===== config.mk =====
export PLATFORM = sky130hd
export DESIGN_NAME = mem_arbiter
export DESIGN_NICKNAME = d
export VERILOG_FILES = /design/src/rtl/mem_arb_pkg.sv /design/src/rtl/mem_arb_slot.sv /design/src/rtl/mem_arbiter.sv
export SDC_FILE = /design/constraint.sdc
export NUM_CORES = 1
export LEC_CHECK = 0
export ABC_CLOCK_PERIOD_IN_PS = 2900
export CAP_MARGIN = 40
export CORE_ASPECT_RATIO = 0.5
export CORE_MARGIN = 2
export CORE_UTILIZATION = 45
export CTS_BUF_LIST = sky130_fd_sc_hd__clkbuf_4 sky130_fd_sc_hd__clkbuf_8 sky130_fd_sc_hd__clkbuf_16
export DETAILED_ROUTE_END_ITERATION = 8
export GPL_TIMING_DRIVEN = 0
export PLACE_DENSITY = 0.81
export SETUP_SLACK_MARGIN = 0.02
export SLEW_MARGIN = 40
export SYNTH_ARGS = -nofsm -noshare
export SYNTH_HDL_FRONTEND = slang
export SYNTH_HIERARCHICAL = 1
export SYNTH_SLANG_ARGS = --single-unit

===== constraint.sdc =====
create_clock -name clk -period 2.9 [get_ports clk]
set_input_delay 0.58 -clock clk [delete_from_list [all_inputs] [get_ports clk]]
set_output_delay 0.58 -clock clk [all_outputs]
set_load 0.03 [all_outputs]

===== src/rtl/mem_arb_pkg.sv =====
// rtl/mem_arb_pkg.sv - shared types for the two-port memory arbiter
package mem_arb_pkg;

  localparam int MA_ADDR_W = 16;
  localparam int MA_DATA_W = 32;

  localparam logic PORT_I = 1'b0;
  localparam logic PORT_D = 1'b1;

  typedef enum logic {
    S_IDLE = 1'b0,
    S_WAIT = 1'b1
  } state_t;

  typedef struct packed {
    logic                 we;
    logic [MA_ADDR_W-1:0] addr;
    logic [MA_DATA_W-1:0] wdata;
  } slot_t;

  function automatic logic [15:0] sat_inc(input logic [15:0] v);
    return (v == 16'hFFFF) ? v : v + 16'd1;
  endfunction

endpackage


===== src/rtl/mem_arb_slot.sv =====
// rtl/mem_arb_slot.sv - one-entry request buffer holding a port's pending memory request
module mem_arb_slot
  import mem_arb_pkg::*;
(
  input  logic  clk,
  input  logic  rst,
  input  logic  req,
  input  slot_t din,
  input  logic  clr,
  output logic  pend,
  output slot_t dout
);

  // Capture only into an empty slot; a request against a full slot is dropped.
  always_ff @(posedge clk or posedge rst) begin
    if (rst) begin
      pend <= 1'b0;
      dout <= '0;
    end else if (clr) begin
      pend <= 1'b0;
    end else if (req && !pend) begin
      pend <= 1'b1;
      dout <= din;
    end
  end

endmodule


===== src/rtl/mem_arbiter.sv =====
// rtl/mem_arbiter.sv - two-port round-robin memory arbiter with refill lock; ARB_STATS_EN adds grant/conflict counters
module mem_arbiter
  import mem_arb_pkg::*;
#(
  parameter int ADDR_W    = MA_ADDR_W,
  parameter int DATA_W    = MA_DATA_W,
  parameter int BURST_LEN = 8,
  parameter int OFFSET_W  = 5,
  parameter int LOCK_TMO  = 15
) (
  input  logic                   clk,
  input  logic                   rst,
  input  logic [1:0]             p_req,
  input  logic [1:0]             p_we,
  input  logic [1:0][ADDR_W-1:0] p_addr,
  input  logic [1:0][DATA_W-1:0] p_wdata,
  output logic [1:0]             p_ready,
  output logic [1:0]             p_done,
  output logic [DATA_W-1:0]      p_rdata,
  output logic                   mem_req,
  output logic                   mem_we,
  output logic [ADDR_W-1:0]      mem_addr,
  output logic [DATA_W-1:0]      mem_wdata,
  input  logic                   mem_ready,
  input  logic                   mem_done,
  input  logic [DATA_W-1:0]      mem_rdata,
  output logic [15:0]            st_grant0,
  output logic [15:0]            st_grant1,
  output logic [15:0]            st_conflict
);

  localparam int BC_W  = $clog2(BURST_LEN + 1);
  localparam int TMO_W = $clog2(LOCK_TMO + 1);

  state_t              state, state_nx;
  logic [1:0]          pend, clr;
  slot_t               slot_in [2];
  slot_t               slot_q  [2];
  slot_t               sel_slot;
  logic                sel, sel_vld, issue;
  logic                owner, last_grant;
  logic                lock, lock_port;
  logic [BC_W-1:0]     burst_cnt;
  logic [TMO_W-1:0]    idle_cnt;
  logic                we_q;
  logic [ADDR_W-1:0]   addr_q;
  logic [DATA_W-1:0]   wdata_q;

  for (genvar g = 0; g < 2; g++) begin : g_slot
    assign slot_in[g] = '{we: p_we[g], addr: p_addr[g], wdata: p_wdata[g]};
    mem_arb_slot u_slot (
      .clk  (clk),
      .rst  (rst),
      .req  (p_req[g]),
      .din  (slot_in[g]),
      .clr  (clr[g]),
      .pend (pend[g]),
      .dout (slot_q[g])
    );
  end

  assign p_ready = ~pend;

  // Choose the candidate slot: lock owner only while locked, else round-robin on contention.
  always_comb begin
    sel     = PORT_I;
    sel_vld = 1'b0;
    if (lock) begin
      sel     = lock_port;
      sel_vld = pend[lock_port];
    end else if (pend == 2'b11) begin
      sel     = ~last_grant;
      sel_vld = 1'b1;
    end else if (pend[0]) begin
      sel     = PORT_I;
      sel_vld = 1'b1;
    end else if (pend[1]) begin
      sel     = PORT_D;
      sel_vld = 1'b1;
    end
    sel_slot = slot_q[sel];
  end

  // FSM next state and handshake outputs; memory fields are live on the issue cycle, held afterwards.
  always_comb begin
    state_nx  = state;
    issue     = 1'b0;
    mem_req   = 1'b0;
    clr       = 2'b00;
    p_done    = 2'b00;
    p_rdata   = '0;
    case (state)
      S_IDLE: begin
        if (sel_vld && mem_ready) begin
          issue    = 1'b1;
          mem_req  = 1'b1;
          clr[sel] = 1'b1;
          state_nx = S_WAIT;
        end
      end
      S_WAIT: begin
        if (mem_done) begin
          p_done[owner] = 1'b1;
          p_rdata       = mem_rdata;
          state_nx      = S_IDLE;
        end
      end
      default: state_nx = S_IDLE;
    endcase
    mem_we    = issue ? sel_slot.we    : we_q;
    mem_addr  = issue ? sel_slot.addr  : addr_q;
    mem_wdata = issue ? sel_slot.wdata : wdata_q;
  end

  // State register.
  always_ff @(posedge clk or posedge rst) begin
    if (rst) state <= S_IDLE;
    else     state <= state_nx;
  end

  // Latch owner, round-robin history and the issued memory fields.
  always_ff @(posedge clk or posedge rst) begin
    if (rst) begin
      owner      <= PORT_I;
      last_grant <= PORT_D;
      we_q       <= 1'b0;
      addr_q     <= '0;
      wdata_q    <= '0;
    end else if (issue) begin
      owner      <= sel;
      last_grant <= sel;
      we_q       <= sel_slot.we;
      addr_q     <= sel_slot.addr;
      wdata_q    <= sel_slot.wdata;
    end
  end

  // Refill lock: opened by a block-aligned read, closed by burst end, owner write or idle timeout.
  always_ff @(posedge clk or posedge rst) begin
    if (rst) begin
      lock      <= 1'b0;
      lock_port <= PORT_I;
      burst_cnt <= '0;
      idle_cnt  <= '0;
    end else begin
      if (issue) begin
        if (!sel_slot.we && sel_slot.addr[OFFSET_W-1:0] == '0) begin
          lock      <= 1'b1;
          lock_port <= sel;
          burst_cnt <= '0;
        end else if (sel_slot.we && lock && sel == lock_port) begin
          lock <= 1'b0;
        end
      end else if (state == S_WAIT && mem_done && lock && owner == lock_port && !we_q) begin
        if (burst_cnt == BC_W'(BURST_LEN - 1)) lock <= 1'b0;
        burst_cnt <= burst_cnt + BC_W'(1);
      end
      if (state == S_IDLE && lock && !pend[lock_port]) begin
        if (idle_cnt == TMO_W'(LOCK_TMO - 1)) begin
          lock     <= 1'b0;
          idle_cnt <= '0;
        end else begin
          idle_cnt <= idle_cnt + TMO_W'(1);
        end
      end else begin
        idle_cnt <= '0;
      end
    end
  end

`ifdef ARB_STATS_EN
  logic [15:0] grant0_q, grant1_q, conflict_q;
  logic        blocked;

  assign blocked = (state == S_IDLE) &&
                   ((lock && pend[~lock_port]) || (issue && pend == 2'b11));

  // Saturating grant and conflict statistics.
  always_ff @(posedge clk or posedge rst) begin
    if (rst) begin
      grant0_q   <= '0;
      grant1_q   <= '0;
      conflict_q <= '0;
    end else begin
      if (issue && sel == PORT_I) grant0_q <= sat_inc(grant0_q);
      if (issue && sel == PORT_D) grant1_q <= sat_inc(grant1_q);
      if (blocked)                conflict_q <= sat_inc(conflict_q);
    end
  end

  assign st_grant0   = grant0_q;
  assign st_grant1   = grant1_q;
  assign st_conflict = conflict_q;
`else
  assign st_grant0   = '0;
  assign st_grant1   = '0;
  assign st_conflict = '0;
`endif

endmodule


==> impl_metrics.yaml <==
outcome:
  status: "finished clean"
global_routing:
  grt_usage: 0.2300
  grt_pass1_vias: 5839
  antenna_found_initial: 0
  gr-total-overflow: 0
  grt_max_degree: 33
  grt_pass1_wl_um: 30620
detailed_routing:
  antenna_left: 0
  wl_met3_um: 1087
  drt_wl_total_um: 19620
  drt-pass1-iter-count: 6
  dr_wl_met2_um: 10180
  drc_errors: 0
  met1_length_um: 7827
  wire_per_inst_um: 17.36
  vias_per_cell: 4.885
  vias: 5520
  drt-initial-drc-count: 265
  highest_layer: "met4"
die:
  die_area_sq_mm: 0.01753
  fp-row-count: 33
  dieWidth_um: 185.3
  placeableCoreArea_sq_mm: 0.01623
  initial_utilization: 0.4556
  pin_count: 270
  die_h_um: 94.64
worst_setup_path:
  crit_required_ns: 2.32
  end_kind: "output port"
  cp_max_fo: 10
  path_class: "reg2out"
  cp.arrival_ns: 2.21
  setup.worst_path.start_class: "flip-flop"
pwr:
  pwr_density_cell_mw_per_mm2: 1147
  ir_worst_vdd_mv: 0.6711
  p_leak_nw: 5.184
  total_power_mw: 12.20
placement:
  port_buffers: 221
  gp_congestion: 0.7513
  place_ws_ns: -0.4107
  placed_area_sq_mm: 0.01013
  dp.cells: 1097
  dp_hpwl_um: 14060
sta:
  max_freq_ghz: 0.3589
  skew_ns: 0.007152
  rsz0062_at_grt: "yes"
  fin_setup_tns_ns: 0
  hold_ws_ns: 0.4874
  hold_viol: 0
  period_minus_slack_ns: 2.787
  min_period_over_period: 0.9609
  setup_viol: 0
  finalWorstSetupSlack_ns: 0.1134
  slew_viol_final: 0
clock_network:
  clkLatencyLatePin_ns: 0.41
  cts.clk_slew.worst_paths_ns: 0.06
  postCtsHoldBufs: 0
  cts_tree: "yes"
  clock-sinks: 162
  cts_buffers: 17
  clockRootBuffer: "clkbuf_16"
  h-tree-depth: 4
  clockBufferDepth: 2
yosys:
  ys_warn_count: 6
  syn_inst: 599
  ys_top_cells_by_area: "dfrtp_1 (54%), mux2_2 (12%), mux2i_1 (6.8%)"
  synth_seq_cells: 162
  synth_top_area_share: 0.5449
  async_reset_ff_frac: 1.000
  avgSynthCellArea_sq_um: 12.34
  synth_cell_types: 40
  synth_flop_cell: "dfrtp_1"
  netlist_area_sq_mm: 0.007393
  synth_top_area_cell: "dfrtp_1"
  synth_seq_area_share: 0.5485
  synth-edff-count: 0
cells_and_area:
  nets: 1030
  postLayoutCellArea_sq_mm: 0.01064
  syn_to_final_growth_pct: 43.93
  instances_no_fill: 1130
  insertedDiodeCount: 0
  final_core_util: 0.6558
  drive_gt1_frac: 0.3101
run:
  cap_violations: 0
hold_path:
  hold_class: "reg2reg"
==> path summary, 6_finish.rpt <==
kind,startpoint,depth (start not counted),to,slack (ns)
worst min register to register,idle_cnt[0]$_DFF_PP0_,1,idle_cnt[0]$_DFF_PP0_,0.49
min in group asynchronous,rst,2,g_slot[0].u_slot/dout[30]$_DFFE_PP0P_,0.65
worst max register to register,g_slot[1].u_slot/pend$_DFFE_PP0P_,10,g_slot[0].u_slot/dout[23]$_DFFE_PP0P_,0.20
worst min-delay path,idle_cnt[0]$_DFF_PP0_,1,idle_cnt[0]$_DFF_PP0_,0.49
max in group asynchronous,rst,3,last_grant$_DFFE_PP1P_,1.60
worst max-delay path,g_slot[1].u_slot/pend$_DFFE_PP0P_,8,mem_wdata[1],0.11
==> registers in the layout, summed over array words and instances, names as in the netlist <==
| signal | cells |
|---|---|
| state | 1 |
| we_q | 1 |
| burst_cnt | 4 |
| wdata_q | 32 |
| addr_q | 16 |
| lock | 1 |
| owner | 1 |
| lock_port | 1 |
| idle_cnt | 4 |
| g_slot.u_slot/pend | 2 |
| last_grant | 1 |
| g_slot.u_slot/dout | 98 |
==> where the power goes <==
part / internal [mW] / switching, mW
sequential: 3.39 / 0.594
clock: 1.26 / 0.879
combinational: 2.61 / 3.48
==> what timing repair did <==
action,CTS,global route
endpoints found under the setup margin,80,61
gates cloned,1,0
pin swaps,1,1
setup buffers,0,1
resized for setup,288,58
==> final cells by class <==
cell class                      count  area (sq um)
Fill cell                        1253          5585
Clock buffer                       22         481.7
Inverter                            8         37.54
Clock inverter                      9         81.33
Tap cell                          227         284.0
Timing Repair Buffer              226          2111
Sequential cell                   162          4059
Buffer                             83         651.9
Multi-Input combinational cell    393          2935
==> cells by family (layout without fill, tap and decap cells) <==
group	after synthesis	count (layout)	synth area share
buf+inv	91	348	0.08614
xor+xnor	4	4	0.004739
fa+ha+maj	3	3	0.005078
mux	148	148	0.2170
other cells	1	48	0.0005072
compound gates	61	61	0.04857
simple gates	129	129	0.08953
flops	162	162	0.5485
==> layout by cell type (no fill, tap or decap), types with 31 or more instances in the layout <==
cell type	synthesis	routed
mux2i_1	50	47
conb_1	1	48
mux2_2	78	78
clkdlybuf4s50_1	0	141
buf_2	11	31
buf_4	57	78
and3_1	34	34
nor2_1	67	67
dfrtp_1	161	158
a21oi_1	42	31
==> worst max-delay path, cell delays in order, from the launching register on <==
cell and delay [ns]:
dfrtp_2 0.46, nand2_1 0.09, o211ai_1 0.09, and4bb_1 0.23
buf_4 0.18, buf_8 0.16, buf_6 0.15, a21oi_1 0.22
buf_4 0.21
==> per-layer routing <==
metal  up-vias  global-route usage
met1      2747              0.2651
met5         -                   0
met2       180              0.4229
li1       2556                   -
met3        37             0.05091
met4         0             0.08730
==> cells in the mapped netlist (2+ instances only) <==
cell type and number:
a21oi_1 42, a21oi_2 9, and3_1 34, buf_2 11, buf_4 57, buf_6 9, clkbuf_1 6, dfrtp_1 161
ha_1 3, inv_1 8, mux2_1 20, mux2_2 78, mux2i_1 50, nand2_1 8, nand2b_1 5, nand3_1 2
nor2_1 67, nor3b_2 2, nor4_1 2, o21ai_1 3, xor2_1 3
Note: power is estimated with default switching activity, not from simulation.
